===== src/rtl/rtl_settings_pkg.sv =====
// Shared Avalon-MM widths, limits and the command bundle
// used by the memory-checker pipeline stages.
package rtl_settings_pkg;

  localparam int AMM_ADDR_W   = 27;
  localparam int AMM_DATA_W   = 64;
  localparam int AMM_BURST_W  = 7;
  localparam int DATA_B_W     = 8;
  localparam int MAX_RD_WORDS = 64;

  typedef struct packed {
    logic [AMM_ADDR_W-1:0]  address;
    logic                   read;
    logic                   write;
    logic [AMM_DATA_W-1:0]  writedata;
    logic [AMM_BURST_W-1:0] burstcount;
    logic [DATA_B_W-1:0]    byteenable;
  } amm_cmd_t;

  // A burstcount of zero still moves one word.
  function automatic logic [AMM_BURST_W:0] burst_words(
    input logic [AMM_BURST_W-1:0] bc
  );
    if (bc == '0) return (AMM_BURST_W+1)'(1);
    return {1'b0, bc};
  endfunction

endpackage


===== src/rtl/amm_pipeline_bridge_if.sv =====
// Avalon-MM pipelined bus bundle with master/slave views.
// Command flows master->slave, waitrequest/read data flow back.
interface amm_pipeline_bridge_if #(
  parameter int AMM_ADDR_W  = rtl_settings_pkg::AMM_ADDR_W,
  parameter int AMM_DATA_W  = rtl_settings_pkg::AMM_DATA_W,
  parameter int AMM_BURST_W = rtl_settings_pkg::AMM_BURST_W,
  parameter int DATA_B_W    = rtl_settings_pkg::DATA_B_W
);

  logic [AMM_ADDR_W-1:0]  address;
  logic                   read;
  logic                   write;
  logic [AMM_DATA_W-1:0]  writedata;
  logic [AMM_BURST_W-1:0] burstcount;
  logic [DATA_B_W-1:0]    byteenable;
  logic                   waitrequest;
  logic [AMM_DATA_W-1:0]  readdata;
  logic                   readdatavalid;

  modport master (
    output address, read, write, writedata,
    output burstcount, byteenable,
    input  waitrequest, readdata, readdatavalid
  );

  modport slave (
    input  address, read, write, writedata,
    input  burstcount, byteenable,
    output waitrequest, readdata, readdatavalid
  );

endinterface


===== src/rtl/amm_cmd_skid.sv =====
// Two-register (MAIN + SKID) buffer on amm_cmd_t.
// in_ready is the registered inverse of SKID valid.
module amm_cmd_skid
  import rtl_settings_pkg::*;
(
  input  logic     clk_i,
  input  logic     rst_i,
  input  logic     in_valid_i,
  input  amm_cmd_t in_cmd_i,
  output logic     in_ready_o,
  output logic     out_valid_o,
  output amm_cmd_t out_cmd_o,
  input  logic     out_ready_i,
  output logic     nxt_valid_o
);

  logic     main_v_q, main_v_d;
  logic     skid_v_q, skid_v_d;
  amm_cmd_t main_q, main_d;
  amm_cmd_t skid_q, skid_d;
  logic     accept;
  logic     load;

  always_comb begin
    accept   = in_valid_i & ~skid_v_q;
    load     = ~main_v_q | out_ready_i;
    main_v_d = main_v_q;
    main_d   = main_q;
    skid_v_d = skid_v_q;
    skid_d   = skid_q;
    if (load) begin
      if (skid_v_q) begin
        main_v_d = 1'b1;
        main_d   = skid_q;
        skid_v_d = accept;
        if (accept) skid_d = in_cmd_i;
      end else begin
        main_v_d = accept;
        if (accept) main_d = in_cmd_i;
      end
    end else if (accept) begin
      skid_v_d = 1'b1;
      skid_d   = in_cmd_i;
    end
  end

  always_ff @(posedge clk_i) begin
    if (rst_i) begin
      main_v_q <= 1'b0;
      skid_v_q <= 1'b0;
      main_q   <= '0;
      skid_q   <= '0;
    end else begin
      main_v_q <= main_v_d;
      skid_v_q <= skid_v_d;
      main_q   <= main_d;
      skid_q   <= skid_d;
    end
  end

  assign in_ready_o  = ~skid_v_q;
  assign out_valid_o = main_v_q;
  assign out_cmd_o   = main_q;
  assign nxt_valid_o = main_v_d | skid_v_d;

endmodule


===== src/rtl/amm_pipeline_bridge.sv =====
// Registered Avalon-MM stage: skid-buffered command path,
// registered read path and an outstanding-read-word cap.
module amm_pipeline_bridge
  import rtl_settings_pkg::*;
#(
  parameter int AMM_ADDR_W   = rtl_settings_pkg::AMM_ADDR_W,
  parameter int AMM_DATA_W   = rtl_settings_pkg::AMM_DATA_W,
  parameter int AMM_BURST_W  = rtl_settings_pkg::AMM_BURST_W,
  parameter int DATA_B_W     = rtl_settings_pkg::DATA_B_W,
  parameter int MAX_RD_WORDS = 64
) (
  input  logic clk_i,
  input  logic rst_i,
  amm_pipeline_bridge_if.slave  s,
  amm_pipeline_bridge_if.master m,
  output logic busy_o,
  output logic rd_unexp_o
);

  localparam int PW = $clog2(MAX_RD_WORDS + 1);

  logic [AMM_ADDR_W-1:0]  s_addr;
  logic [DATA_B_W-1:0]    s_be;
  logic [AMM_BURST_W:0]   words;
  amm_cmd_t               in_cmd;
  amm_cmd_t               main_cmd;
  logic                   in_ready;
  logic                   main_v;
  logic                   nxt_v;
  logic                   hold;
  logic                   out_ready;
  logic                   rd_drain;
  logic                   rd_dec;
  logic [PW-1:0]          rd_pend_q, rd_pend_d;
  logic                   busy_q, busy_d;
  logic                   unexp_q, unexp_d;
  logic                   rdv_q, rdv_d;
  logic [AMM_DATA_W-1:0]  rdata_q, rdata_d;

  assign s_addr = s.address;
  assign s_be   = s.byteenable;

  always_comb begin
    in_cmd            = '0;
    in_cmd.address    = s_addr;
    in_cmd.read       = s.read;
    in_cmd.write      = s.write;
    in_cmd.writedata  = s.writedata;
    in_cmd.burstcount = s.burstcount;
    in_cmd.byteenable = s_be;
  end

  amm_cmd_skid u_skid (
    .clk_i       (clk_i),
    .rst_i       (rst_i),
    .in_valid_i  (s.read | s.write),
    .in_cmd_i    (in_cmd),
    .in_ready_o  (in_ready),
    .out_valid_o (main_v),
    .out_cmd_o   (main_cmd),
    .out_ready_i (out_ready),
    .nxt_valid_o (nxt_v)
  );

  // Hold uses the pre-decrement count, so it is conservative.
  always_comb begin
    words     = burst_words(main_cmd.burstcount);
    hold      = main_v & main_cmd.read &
                (32'(rd_pend_q) + 32'(words) >
                 32'(MAX_RD_WORDS));
    out_ready = ~hold & ~m.waitrequest;
    rd_drain  = main_v & main_cmd.read & out_ready;
    rd_dec    = m.readdatavalid & (rd_pend_q != '0);
    rd_pend_d = rd_pend_q
              + (rd_drain ? PW'(words) : '0)
              - (rd_dec ? PW'(1) : '0);
    unexp_d   = unexp_q |
                (m.readdatavalid & (rd_pend_q == '0));
    busy_d    = nxt_v | (rd_pend_d != '0);
    rdv_d     = m.readdatavalid;
    rdata_d   = m.readdata;
  end

  always_ff @(posedge clk_i) begin
    if (rst_i) begin
      rd_pend_q <= '0;
      busy_q    <= 1'b0;
      unexp_q   <= 1'b0;
      rdv_q     <= 1'b0;
      rdata_q   <= '0;
    end else begin
      rd_pend_q <= rd_pend_d;
      busy_q    <= busy_d;
      unexp_q   <= unexp_d;
      rdv_q     <= rdv_d;
      rdata_q   <= rdata_d;
    end
  end

  assign m.address    = main_cmd.address;
  assign m.writedata  = main_cmd.writedata;
  assign m.burstcount = main_cmd.burstcount;
  assign m.byteenable = main_cmd.byteenable;
  assign m.read       = main_v & main_cmd.read & ~hold;
  assign m.write      = main_v & main_cmd.write & ~hold;

  assign s.waitrequest   = ~in_ready;
  assign s.readdata      = rdata_q;
  assign s.readdatavalid = rdv_q;
  assign busy_o          = busy_q;
  assign rd_unexp_o      = unexp_q;

endmodule

===== src/flat_wrapper.sv =====
// flat-port wrapper written by rule: the top's interface ports become plain ports
module amm_pipeline_bridge_flat import rtl_settings_pkg::*;
#(
  parameter int AMM_ADDR_W   = rtl_settings_pkg::AMM_ADDR_W,
  parameter int AMM_DATA_W   = rtl_settings_pkg::AMM_DATA_W,
  parameter int AMM_BURST_W  = rtl_settings_pkg::AMM_BURST_W,
  parameter int DATA_B_W     = rtl_settings_pkg::DATA_B_W,
  parameter int MAX_RD_WORDS = 64
)
  (clk_i, rst_i, busy_o, rd_unexp_o, s_address, s_read, s_write, s_writedata, s_burstcount, s_byteenable, s_waitrequest, s_readdata, s_readdatavalid, m_address, m_read, m_write, m_writedata, m_burstcount, m_byteenable, m_waitrequest, m_readdata, m_readdatavalid);
  amm_pipeline_bridge_if #(.AMM_ADDR_W(AMM_ADDR_W), .AMM_DATA_W(AMM_DATA_W), .AMM_BURST_W(AMM_BURST_W), .DATA_B_W(DATA_B_W)) s_i ();
  amm_pipeline_bridge_if #(.AMM_ADDR_W(AMM_ADDR_W), .AMM_DATA_W(AMM_DATA_W), .AMM_BURST_W(AMM_BURST_W), .DATA_B_W(DATA_B_W)) m_i ();
  input  logic clk_i;
  input  logic rst_i;
  output logic busy_o;
  output logic rd_unexp_o;
  input wire logic [$bits(s_i.address)-1:0] s_address;
  input wire logic [$bits(s_i.read)-1:0] s_read;
  input wire logic [$bits(s_i.write)-1:0] s_write;
  input wire logic [$bits(s_i.writedata)-1:0] s_writedata;
  input wire logic [$bits(s_i.burstcount)-1:0] s_burstcount;
  input wire logic [$bits(s_i.byteenable)-1:0] s_byteenable;
  output wire logic [$bits(s_i.waitrequest)-1:0] s_waitrequest;
  output wire logic [$bits(s_i.readdata)-1:0] s_readdata;
  output wire logic [$bits(s_i.readdatavalid)-1:0] s_readdatavalid;
  output wire logic [$bits(m_i.address)-1:0] m_address;
  output wire logic [$bits(m_i.read)-1:0] m_read;
  output wire logic [$bits(m_i.write)-1:0] m_write;
  output wire logic [$bits(m_i.writedata)-1:0] m_writedata;
  output wire logic [$bits(m_i.burstcount)-1:0] m_burstcount;
  output wire logic [$bits(m_i.byteenable)-1:0] m_byteenable;
  input wire logic [$bits(m_i.waitrequest)-1:0] m_waitrequest;
  input wire logic [$bits(m_i.readdata)-1:0] m_readdata;
  input wire logic [$bits(m_i.readdatavalid)-1:0] m_readdatavalid;
  assign s_i.address = s_address;
  assign s_i.read = s_read;
  assign s_i.write = s_write;
  assign s_i.writedata = s_writedata;
  assign s_i.burstcount = s_burstcount;
  assign s_i.byteenable = s_byteenable;
  assign s_waitrequest = s_i.waitrequest;
  assign s_readdata = s_i.readdata;
  assign s_readdatavalid = s_i.readdatavalid;
  assign m_address = m_i.address;
  assign m_read = m_i.read;
  assign m_write = m_i.write;
  assign m_writedata = m_i.writedata;
  assign m_burstcount = m_i.burstcount;
  assign m_byteenable = m_i.byteenable;
  assign m_i.waitrequest = m_waitrequest;
  assign m_i.readdata = m_readdata;
  assign m_i.readdatavalid = m_readdatavalid;
  amm_pipeline_bridge #(.AMM_ADDR_W(AMM_ADDR_W), .AMM_DATA_W(AMM_DATA_W), .AMM_BURST_W(AMM_BURST_W), .DATA_B_W(DATA_B_W), .MAX_RD_WORDS(MAX_RD_WORDS)) u_core (.clk_i(clk_i), .rst_i(rst_i), .s(s_i), .m(m_i), .busy_o(busy_o), .rd_unexp_o(rd_unexp_o));
endmodule

===== config.mk =====
export PLATFORM = sky130hd
export DESIGN_NAME = amm_pipeline_bridge_flat
export DESIGN_NICKNAME = d
export VERILOG_FILES = /design/src/rtl/rtl_settings_pkg.sv /design/src/rtl/amm_pipeline_bridge_if.sv /design/src/rtl/amm_cmd_skid.sv /design/src/rtl/amm_pipeline_bridge.sv /design/src/flat_wrapper.sv
export SDC_FILE = /design/constraint.sdc
export NUM_CORES = 1
export LEC_CHECK = 0
export ABC_AREA = 0
export CORE_MARGIN = 1.5
export CORE_UTILIZATION = 41
export CTS_CLUSTER_DIAMETER = 100
export DETAILED_ROUTE_END_ITERATION = 7
export PLACE_DENSITY = 0.71
export SYNTH_ARGS = -nofsm -noshare
export SYNTH_HDL_FRONTEND = slang
export SYNTH_HIERARCHICAL = 1
export SYNTH_SLANG_ARGS = --single-unit

===== constraint.sdc =====
create_clock -name clk_i -period 5.9 [get_ports clk_i]
set_clock_uncertainty 0.2 [all_clocks]
set_input_delay 0.885 -clock clk_i [delete_from_list [all_inputs] [get_ports clk_i]]
set_output_delay 0.885 -clock clk_i [all_outputs]
set_load 0.01 [all_outputs]

; Word level (Yosys, flattened, before mapping)
; Cells that the tools add are included.
[classes]
add_sub_neg = 3
magnitude_cmp = 1
eq_ne = 1
mux = 15
n_bitwise = 19
reduce_logical = 6
[op_table]
columns = operator, n
row1 = $mux W108, 5
row2 = $gt A32 B7 Y1 const B, 1
row3 = $mux W8, 2
row4 = $logic_not A7 Y1, 2
row5 = $reduce_bool A7 Y1, 2
row6 = $and A1 B1 Y1, 10
row7 = $add A7 B8 Y9, 1
row8 = $add A7 B7 Y7, 1
row9 = $mux W1, 7
row10 = $mux W7, 1
row11 = $sub A7 B7 Y7, 1
row12 = $or A1 B1 Y1, 5
row13 = $not A1 Y1, 4
row14 = $ne A2 B2 Y1 const B, 1
row15 = $reduce_and A2 Y1, 1
row16 = $reduce_bool A2 Y1, 1
[word_totals]
register_bits = 292
in_bits = 176
out_inout_bits = 176

; Longest topological paths before layout
; Gate-level depths: netlist (run 1).
[logic_depth]
ltp_word = 14
mapped_depth = 22

; By module
; Netlist (run 1), hierarchy kept.
[by_module_without_submodules]
columns = mod, instances, cells_per_inst, area_each_um2, seq_area_each_um2
row1 = amm_cmd_skid, 1, 973, 8739.6, 4364.2
row2 = amm_pipeline_bridge, 1, 275, 2800.2, 1481.4

; Worst setup path before layout (run 1)
; Ideal clock, no wire load.
[synth_path]
path_kind = register to register
start = register u_core.u_skid.main_q, in the netlist u_core/u_skid/out_cmd_o[9]
end = register u_core.busy_q (netlist: u_core/busy_o)
setup_time_ns = 0.132
arrival_time_ns = 4.053
required_ns = 5.568
setup_slack_ns = 1.515
stages_incl_launch_ff = 23
cell_sequence = dfxtp_1 nor4_1 a21o_1 ha_1 inv_1 fa_1 nor2b_1 o22ai_1 xnor2_1 a2111oi_4 o21ai_2 nor3_4 nand2_1 ha_1 inv_1 ha_1 nor2b_1 nor3_1 o21bai_1 a21oi_1 xnor2_1 xnor2_1 a21oi_1
[synth_between]
elab_chain_cells = 14
elab_cells_between_ends = 18
classes_between = add/sub: 3 / order compare: 1 / mux: 5 / bitwise: 7 / reduce/logical: 2
[synth_rtl]
columns = item, line
row1 = start: declaration, amm_cmd_skid.sv:19  ; amm_cmd_t main_q, main_d;
row2 = start signal: assignment, amm_cmd_skid.sv:56  ; main_q <= main_d;
row3 = $logic_not A7 Y1, rtl_settings_pkg.sv:24  ; if (bc == '0) return (AMM_BURST_W+1)'(1);
row4 = $mux W1, rtl_settings_pkg.sv:24
row5 = $mux W8 *, rtl_settings_pkg.sv:25  ; return {1'b0, bc};
row6 = $add A7 B8 Y9, amm_pipeline_bridge.sv:69  ; (32'(rd_pend_q) + 32'(words) >
row7 = $gt A32 B7 Y1, amm_pipeline_bridge.sv:69
row8 = $and A1 B1 Y1, amm_pipeline_bridge.sv:68  ; hold = main_v & main_cmd.read &
row9 = $not A1 Y1, amm_pipeline_bridge.sv:71  ; out_ready = ~hold & ~m.waitrequest;
row10 = $and A1 B1 Y1, amm_pipeline_bridge.sv:71
row11 = $and A1 B1 Y1, amm_pipeline_bridge.sv:72  ; rd_drain = main_v & main_cmd.read & out_ready;
row12 = $mux W7, amm_pipeline_bridge.sv:75  ; + (rd_drain ? PW'(words) : '0)
row13 = $add A7 B7 Y7, amm_pipeline_bridge.sv:75
row14 = $sub A7 B7 Y7, amm_pipeline_bridge.sv:76  ; - (rd_dec ? PW'(1) : '0);
row15 = $reduce_bool A7 Y1, amm_pipeline_bridge.sv:79  ; busy_d = nxt_v | (rd_pend_d != '0);
row16 = $or A1 B1 Y1 *, amm_pipeline_bridge.sv:79
row17 = end signal: assignment, amm_pipeline_bridge.sv:93  ; busy_q <= busy_d;
row18 = end: declaration, amm_pipeline_bridge.sv:35  ; logic busy_q, busy_d;
; Every way passes the cells marked *; elsewhere a longest branch is shown, timed or not.
; A chain may end at the register's enable or synchronous reset.

; Final worst setup path (run 1)
; Same ends and word-level chain as after synthesis.

==> results of run 1 <==
flip-flops by register name, indices dropped and copies added, names as in the netlist:
name / flops
u_core/u_skid/out_cmd_o: 108
u_core/u_skid/skid_q: 108
u_core/s.readdata: 64
u_core/rd_pend_q: 7
u_core/busy_o: 1
u_core/rd_unexp_o: 1
u_core/s.readdatavalid: 1
u_core/u_skid/out_valid_o: 1
u_core/u_skid/skid_v_q: 1
final timing paths:
| check | startpoint | endpoint |
|---|---|---|
| max | u_core/u_skid/out_cmd_o[9] | u_core/busy_o |
| min | u_core/u_skid/skid_q[32] | u_core/u_skid/skid_q[32] |
| max reg2reg | u_core/u_skid/out_cmd_o[9] | u_core/busy_o |
| min reg2reg | u_core/u_skid/skid_q[32] | u_core/u_skid/skid_q[32] |
stage by stage:
step	area, um^2	hold WS [ns]	total power [mW]
floorplan	11540	0.2360	2.985
global placement	15230	0.2401	3.470
detailed placement	15230	0.2461	3.503
CTS	16270	0.2533	5.484
global route	16270	0.2665	5.692
finish	16280	0.2517	5.436
cells by family after synthesis:
group	synth area share
and+or+nand+nor	0.1321
AOI/OAI and AO/OA	0.1891
DFF	0.5066
xor gates and xnor gates	0.006831
adders and majority gates	0.02407
muxes	0.09368
buffers and inverters	0.04771
cells in the mapped netlist (2+ instances only):
| library cell | n |
|---|---|
| dfxtp_1 | 292 |
| nand2_1 | 229 |
| a21oi_1 | 225 |
| mux2i_1 | 108 |
| a211oi_1 | 88 |
| clkbuf_1 | 75 |
| nor2b_1 | 70 |
| buf_2 | 26 |
| inv_1 | 22 |
| a211oi_2 | 20 |
| ha_1 | 19 |
| nor2_1 | 17 |
| xnor2_1 | 7 |
| buf_6 | 4 |
| o21ai_0 | 4 |
| a21o_1 | 3 |
| nor3_1 | 3 |
| and2_1 | 2 |
| fa_1 | 2 |
| nand2b_1 | 2 |
| nand3_1 | 2 |
| nor4_1 | 2 |
| o21a_1 | 2 |
| or2_1 | 2 |
| xor2_1 | 2 |
power by group:
part           switching, mW  internal, mW
combinational          0.624         0.608
sequential             0.102          2.14
clock                  0.800          1.17
total                   1.53          3.91
area by class of cell:
type	instances	area share
flip-flops and latches	292	0.3594
multi-input cells	827	0.3187
repair buffers	364	0.2237
clock buffers	52	0.06142
well taps	378	0.02906
inverters	22	0.005073
clock inverters	6	0.002383
diodes	2	0.0003075
worst max-delay path, cell delays in order, from the launching register on:
cell       delay, ns
dfxtp_1         0.37
nor4_1          0.30
a21o_1          0.18
ha_1            0.16
inv_1           0.05
fa_1            0.39
nor2b_1         0.16
o22ai_1         0.12
xnor2_1         0.17
a2111oi_4       0.38
o21ai_2         0.16
nor3_4          0.23
and2_1          0.20
ha_1            0.19
inv_1           0.07
fa_1            0.45
nor2b_1         0.18
nor3_1          0.09
o21bai_1        0.15
a21oi_1         0.10
xnor2_1         0.14
xnor2_1         0.22
a21oi_1         0.10
routing by layer:
metal	track usage	up-vias	share of wire
met4	0.07387	4	0.028
met3	0.06014	67	0.076
met2	0.3585	290	0.48
met1	0.2740	4693	0.42
li1	-	4898	-
met5	0	-	0.00090
==> impl_metrics.csv, run 1 <==
group,metric,value,unit
status,status,"completed",
sta,fin_ws,0.9767,ns
cells_and_area,ff_latch_area,5849,um^2
clocking,clock_latency,0.51,ns
clocking,cts_root_buffer,"clkbuf_16",
global_routing,grt_max_degree,198,
sta,slew_viol_final,0,
place,io_buffers,351,
clocking,post_cts_buffers,0,
synth,ys_async_sr_fraction,0,
critical_path,path_max_fanout,6,
synth,synth_top_area_cell,"dfxtp_1",
clocking,numCtsBuffers,34,
detailed_routing,wl_per_cell,17.25,um
cells_and_area,final_cell_mix,"clkdlybuf4s50_1 (350), dfxtp_1 (291), nand2_1 (229)",
detailed_routing,drt_iter0_markers,492,
detailed_routing,wirelength,33520,um
place,place.gp.congestion,0.8810,
synth,synth_ff_type,"dfxtp_1",
sta,fmax,203.1,MHz
clocking,cts.clk_slew.worst_paths,0.06,ns
global_routing,grt_usage,0.2178,
critical_path,critPathKind,"register to register",
detailed_routing,drc,0,
sta,finalSetupTns,0,ns
synth,synth_top_area_frac,0.5066,
cells_and_area,multi_input_area,5187,um^2
critical_path,start_kind,"register",
place,dp_cells,1883,
floorplanning,core-area,27710,um^2
clocking,tritoncts,"done",
detailed_routing,vias,9952,
synth,synth-seq-area-share,0.5066,
global_routing,antenna_found_initial,4,
clocking,cts_hold_buf,0,
synth,synth_cell_types,45,
sta,worstMarginPinSlew,1.040,ns
place,place_ws,1.044,ns
global_routing,grt-ovfl-total,0,
cells_and_area,final_util,0.5875,
min_path,hold_class,"register to register",
cells_and_area,drive_gt1_frac,0.06078,
detailed_routing,via_per_inst,5.122,
detailed_routing,first_pass_iters,5,
floorplanning,start_util,0.4165,
sta,rsz0062_at_grt,"no",
sta,hold_viol_final,0,
clocking,ctsResizeCount,0,
cells_and_area,final_cells,1943,
cells_and_area,final_nets,1738,
critical_path,r2r_slack,0.98,ns
floorplanning,fp.dieW,170.8,um
floorplanning,rows,61,
sta,period_minus_slack,4.923,ns
cells_and_area,area_delta_synth_final,41.05,%
global_routing,grt_pass1_vias,9453,
floorplanning,die_area,29160,um^2
synth,netlist_area,11540,um^2
synth,synth_fp_nets,1445,
synth,yosys_warnings,6,
clocking,htreeDepth,2,
floorplanning,io_pins,352,
clocking,cts.path.max_buffers,3,
synth,synthCells,1248,
synth,synth_area_leaders,"dfxtp_1 (51%), a21oi_1 (9.8%), mux2i_1 (9.4%)",
critical_path,end_kind,"register",
sta,finalSetupViolations,0,
flow_run,max_cap_viol_count,0,
place,dp_hpwl,21650,um
min_path,whs_path_depth,2,
critical_path,crit_arrival,5.08,ns
cells_and_area,layout_commonest_cell,"clkdlybuf4s50_1",
sta,finalCritPeriodShare,0.8345,
synth,synth_area_per_cell,9.247,um^2
floorplanning,die_h,170.8,um
global_routing,grt_pass1_wl,50810,um
cells_and_area,fill_cells,2414,
clocking,clock-sinks,292,
synth,ys_ff_latch,292,
critical_path,cp_data_required_time,6.06,ns
detailed_routing,ant_nets,0,
power,leakage,5.814,nW
power,vdd_drop_max,0.2366,mV
sta,slew_headroom,0.3068,
power,power_density,334.0,nW/um^2
synth,synth_edf_count,0,
critical_path,r2r_cells,22,
(Power assumes the default switching activity.)
==> run 2, diff against run 1 <==
==> constraint.sdc (replaced) <==
create_clock -name clk_i -period 4.55 [get_ports clk_i]
set_clock_uncertainty 0.2 [all_clocks]
set_input_delay 0.6825 -clock clk_i [delete_from_list [all_inputs] [get_ports clk_i]]
set_output_delay 0.6825 -clock clk_i [all_outputs]
set_load 0.01 [all_outputs]
==> impl_metrics.csv, run 2 (synthesized netlist as in run 1, its figures left out) <==
group,metric,value,unit
sta,worstMarginPinSlew,1.031,ns
critical_path,r2r_cells,22,
critical_path,r2r_end,"u_core/busy_o",
clocking,cts.path.max_buffers,3,
place,io_buffers,351,
detailed_routing,via_per_inst,5.111,
floorplanning,rows,61,
clocking,cts_root_buffer,"clkbuf_16",
power,leakage,6.092,nW
critical_path,regToRegStartpoint,"u_core/u_skid/out_cmd_o[9]",
critical_path,cp_data_required_time,4.69,ns
detailed_routing,first_pass_iters,5,
floorplanning,fp.dieW,170.8,um
detailed_routing,vias,10043,
detailed_routing,ant_nets,0,
cells_and_area,final_cell_area,16850,um^2
cells_and_area,diodes,0,
power,power_density,445.8,nW/um^2
critical_path,start_kind,"register",
sta,slew_headroom,0.3129,
clocking,clock-sinks,292,
cells_and_area,drive_gt1_frac,0.09515,
detailed_routing,wirelength,33510,um
place,place.gp.congestion,0.8529,
sta,finalCritPeriodShare,1.015,
critical_path,path_max_fanout,3,
clocking,clock_latency,0.51,ns
clocking,htreeDepth,2,
cells_and_area,final_cell_mix,"clkdlybuf4s50_1 (348), dfxtp_1 (290), nand2_1 (227)",
detailed_routing,drt_iter0_markers,538,
critical_path,crit_arrival,4.76,ns
sta,period_minus_slack,4.617,ns
global_routing,grt_usage,0.2169,
sta,hold_viol_final,0,
global_routing,grt_max_degree,160,
critical_path,r2r_slack,-0.07,ns
sta,fmax,216.6,MHz
clocking,tritoncts,"done",
critical_path,end_kind,"register",
floorplanning,die_area,29160,um^2
cells_and_area,final_nets,1759,
power,vdd_drop_max,0.2751,mV
sta,rsz0062_at_grt,"yes",
status,status,"complete, but fails checks",
global_routing,grt_pass1_vias,9423,
power,total_power,7.511,mW
floorplanning,core-area,27710,um^2
clocking,cts_hold_buf,0,
sta,fin_ws,-0.06677,ns
min_path,hold_class,"register to register",
floorplanning,die_h,170.8,um
clocking,numCtsBuffers,34,
flow_run,max_cap_viol_count,0,
clocking,cts.clk_slew.worst_paths,0.06,ns
global_routing,grt-ovfl-total,0,
place,dpl-instance-area,15430,um^2
detailed_routing,wl_per_cell,17.05,um
detailed_routing,drc,0,
critical_path,critPathKind,"register to register",
cells_and_area,area_delta_synth_final,45.99,%
global_routing,grt_pass1_wl,50510,um
floorplanning,start_util,0.4165,
cells_and_area,layout_commonest_cell,"clkdlybuf4s50_1",
sta,finalSetupViolations,2,
sta,slew_viol_final,0,
critical_path,cp-endpoint,"u_core/busy_o",
critical_path,cp-startpoint,"u_core/u_skid/out_cmd_o[9]",
place,dp_hpwl,21540,um
floorplanning,io_pins,352,
status,violations,"setup timing",
global_routing,antenna_found_initial,2,
run 2: changes by cell type in the layout (fill, tap and decap cells not counted), moves of 3 or more:
cell / before / now
ha_4: 0 / 6
clkbuf_1: 11 / 8
clkbuf_8: 6 / 12
inv_2: 0 / 3
buf_12: 2 / 9
buf_6: 0 / 4
ha_1: 19 / 12
inv_1: 22 / 18
buf_4: 11 / 21
run 2: metrics by stage:
step	instances	utilization	TNS, ns	hold WS (ns)	worst slack [ns]
floorplan	1248	-	0	0.2360	0.1646
global placement	1898	0.5571	-0.1919	0.2409	-0.1151
detailed placement	1898	0.5571	-0.7154	0.2461	-0.3207
CTS	1962	0.6017	-0.02188	0.2540	-0.02188
global route	1965	0.6081	-0.5250	0.2682	-0.2469
finish	1965	0.6081	-0.08600	0.2519	-0.06677
run 2: what timing repair did:
item	4_1_cts	5_1_grt
setup endpoints to repair	5	4
pin swaps	12	23
setup buffers	3	3
resized for setup	12	32
run 2: worst min-delay path by stage:
stage / startpoint / cells after the start / end / slack, ns
2_1_floorplan: u_core/u_skid/skid_q[0] / 2 / u_core/u_skid/skid_q[0] / 0.24
3_3_place_gp: u_core/u_skid/skid_q[72] / 2 / u_core/u_skid/skid_q[72] / 0.24
3_5_place_dp: u_core/u_skid/skid_q[7] / 2 / u_core/u_skid/skid_q[7] / 0.25
4_1_cts: u_core/u_skid/skid_q[32] / 2 / u_core/u_skid/skid_q[32] / 0.25
5_1_grt: u_core/u_skid/skid_q[79] / 2 / u_core/u_skid/skid_q[79] / 0.27
6_report: u_core/u_skid/skid_q[34] / 2 / u_core/u_skid/skid_q[34] / 0.25
run 2: layer usage:
metal / vias up / global-route usage / part of all wire
li1: 4935 / - / -
met1: 4761 / 0.2738 / 0.42
met2: 289 / 0.3572 / 0.48
met3: 54 / 0.06408 / 0.076
met4: 4 / 0.06387 / 0.021
met5: - / 0 / 0.00081
run 2: power breakdown:
part | leakage, nW | switching (mW) | total [mW] | internal (mW)
registers | 2.41 | 0.124 | 2.89 | 2.77
logic | 3.10 | 0.886 | 1.82 | 0.935
clock network | 0.575 | 1.07 | 2.80 | 1.73
run 2: final cells by class:
| class | count | area, um^2 |
|---|---|---|
| clock buffer | 55 | 1071 |
| clock inverter | 6 | 98.84 |
| fill | 2364 | 10860 |
| inverter | 22 | 85.08 |
| multi-input combinational | 827 | 5366 |
| sequential | 292 | 5851 |
| tap | 378 | 473.0 |
| timing repair buffer | 385 | 3902 |
run 2: critical path: stages (launching register included):
cell and delay [ns]:
dfxtp_2 0.33, nor4_4 0.29, a21o_1 0.19, ha_2 0.19, inv_2 0.04, fa_2 0.41
nor2b_4 0.19, o22ai_4 0.09, xnor2_2 0.16, a2111oi_4 0.32, o21ai_2 0.12, nor3_4 0.21
nand2_1 0.10, ha_1 0.29, inv_1 0.10, ha_4 0.21, nor2b_4 0.13, nor3_2 0.21
o21bai_1 0.10, a21oi_1 0.16, xnor2_1 0.16, xnor2_1 0.16, a21oi_1 0.09
==> patch, RTL diff (settings of run 2) <==
Change the package constant `DATA_B_W` from 8 to 12.
--- a/src/rtl/rtl_settings_pkg.sv
+++ b/src/rtl/rtl_settings_pkg.sv
@@ -6,5 +6,5 @@
   localparam int AMM_DATA_W   = 64;
   localparam int AMM_BURST_W  = 7;
-  localparam int DATA_B_W     = 8;
+  localparam int DATA_B_W     = 12;
   localparam int MAX_RD_WORDS = 64;
 
Ports: changed (resized m_byteenable and s_byteenable); port bits go from 352 to 360. The function was not compared with the original's and may differ.
==> patch against run 2 <==
  * Routed wire length rose by 5.3%
  * Cell count rose by 2.3%
  * Power rose by 1.3%
  * Cell area rose by 3.3%
  * Critical path depth rose by 1
  * Worst setup slack improved by 0.22 ns
  * First-iteration DRC count rose by 6.3%
  * Sequential cell count rose by 8
  * Global-route usage rose by 0.23 points
  * Count of clock-buffer cells in the layout fell by 3
  * Area after synthesis rose by 5.6%
==> patch: results (changes against run 2) <==
Placement:
- The placer congestion estimate is 0.8607 (+0.91%).
- The minimum setup slack after placement came to -0.05536 ns (+0.2653 ns).
- The placed wire-length estimate came to 22600 um (+4.9%).
- The quantity of I/O buffers inserted on ports is 359 (+2.3%).
- The placed cell area is 16100 um2 (+4.3%).

Drt:
- The total number of vias is 10380 (+3.3%).
- The count of routing violations after the opening detailed-route iteration came to 572 (+6.3%).
- The iteration count of the initial detailed-routing pass is 5 (unchanged).
- The total routed wirelength is 35280 um (+5.3%).

Global routing:
- The number of antenna violations at the first check in global routing came to 2 (unchanged).
- The all-layer global routing usage is 21.92% (+0.23 points).
- The pin count of the biggest net entering global routing is 94 (-41%).
- The first-pass GRT wire length is 54210 um (+7.3%).
- The number of global-route vias before repair came to 9927 (+5.3%).

CTS:
- The clock insertion delay at the later pin of the skew report is 0.49 ns (-0.02 ns).
- The number of H-tree branching levels is 2 (unchanged).
- The clock-pin slew of the registers on the worst-case setup and hold paths came to 0.06 ns (about the same).
- In this run the clock root is driven by a clkbuf_16.
- The CTS buffer count was 35 (+2.9%).

Critical path:
- The arrival time reported for the critical path endpoint is 4.55 ns (-0.21 ns).
- Among all stages on the critical path, the largest delay is contributed by fa_2.
- The maximum net fanout on the critical path is 4 (+1).
- The peak per-stage delay on the critical path is 0.41 ns (about the same).

Final layout:
- The area growth from synthesis to layout is 42.84%.
- The total number of nets in the final design is 1802 (+2.4%).
- The number of fill cells in the layout is 2467 (+4.4%).
- The fraction of final layout cells with drive strength greater than 1 was 12.43% (+2.9 points).

Job:
- The max-cap violation count is 0 (unchanged).

Synth:
- Sorting the synthesized cells by area gives the leading types as dfxtp_1 49%, a21oi_1 9.6%, mux2i_1 9.2%.
- The number of different library cells in the post-synthesis netlist came to 44 (-2.2%).
- The proportion of synthesized flip-flops having asynchronous set or reset was 0% (unchanged).
- The post-synth net total is 1485 (+2.8%).
- The total number of yosys warnings is 6 (unchanged).
- The sequential-to-total area share from yosys stat is 49.29% (-1.4 points).
- The commonest cells after synthesis are 300 x dfxtp_1, 237 x nand2_1, 233 x a21oi_1, 112 x mux2i_1, 80 x a211oi_2.
- The most frequently used flop master after synthesis is dfxtp_1.

STA:
- The worst relative slew slack is 34.34% (+3.0 points).

Power and ir drop:
- The peak ir drop on the vdd network came to 279.6 uV (+1.7%).
- The leakage component of the power came to 0.006238 uW (+2.4%).

Status:
- The run finished with clean final reports.
[patch: worst max-delay path: cells and delay by family (launching register included)]
| kind | cells | cell delay, ns |
|---|---|---|
| buf+inv | 4 | 0.36 |
| fa+ha+maj | 4 | 1.14 |
| compound gates | 8 | 1.09 |
| flops | 1 | 0.32 |
| xor+xnor | 3 | 0.50 |
| simple gates | 4 | 0.64 |
[patch: layout make-up]
class | instances | area, um2 | share of cell area (%)
Timing Repair Buffer | 391 | 3944 | 22.66
Tap cell | 384 | 480.5 | 2.760
Inverter | 22 | 82.58 | 0.4744
Sequential cell | 300 | 6011 | 34.53
Antenna cell | 2 | 5.005 | 0.02875
Clock inverter | 9 | 76.32 | 0.4385
Multi-Input combinational cell | 851 | 5733 | 32.94
Clock buffer | 52 | 1074 | 6.168
[patch: per-stage QoR]
stage | cells | hold slack (ns) | setup TNS (ns) | power [uW]
2_1_floorplan | 1284 | 0.2360 | 0 | 4024
3_3_place_gp | 1944 | 0.2410 | 0 | 4716
3_5_place_dp | 1944 | 0.2461 | -0.06273 | 4750
4_1_cts | 2006 | 0.2542 | 0 | 7547
5_1_grt | 2011 | 0.2656 | -0.1794 | 7950
6_report | 2011 | 0.2527 | 0 | 7606
[patch: where the power goes]
part	internal (uW)	switching, uW	total, uW	leakage, uW
sequential	2850	130	2980	0.00248
clock	1690	1090	2780	0.000569
combinational	948	905	1850	0.00319
[patch: worst paths after layout]
kind / start / slack, ns / depth (start not counted) / to
max: u_core/u_skid/out_cmd_o[18] / 0.15 / 23 / u_core/busy_o
min: u_core/u_skid/skid_q[18] / 0.25 / 2 / u_core/u_skid/skid_q[18]
max reg2reg: u_core/u_skid/out_cmd_o[18] / 0.15 / 23 / u_core/busy_o
min reg2reg: u_core/u_skid/skid_q[18] / 0.25 / 2 / u_core/u_skid/skid_q[18]
[patch: timing repair]
action	in CTS	in global routing
buffers inserted	1	3
pin swaps	5	19
cloned	0	0
endpoints found under the hold margin	0	0
hold buffers	0	0
setup endpoints to repair	4	4
gates resized for setup	2	27
[patch: kinds of logic after synthesis]
group / count (synthesis) / synth area share (%)
flip-flops: 300 / 49.29
buffers and inverters: 133 / 4.867
AO/OA/AOI/OAI: 363 / 20.95
AND/OR/NAND/NOR: 346 / 12.77
multiplexers: 112 / 9.200
adder cells (fa/ha/maj): 21 / 2.280
XOR/XNOR: 9 / 0.6469
[patch: metal layers]
metal  global-route usage, %  share of wire, %  wire, um  vias up
li1                        -                 -         -     5072
met1                   28.06                43     15180     4981
met2                   35.65                48     16980      245
met3                   4.740               5.0      1767       77
met4                   9.437               3.8      1358        0
met5                       0                 0         0        -
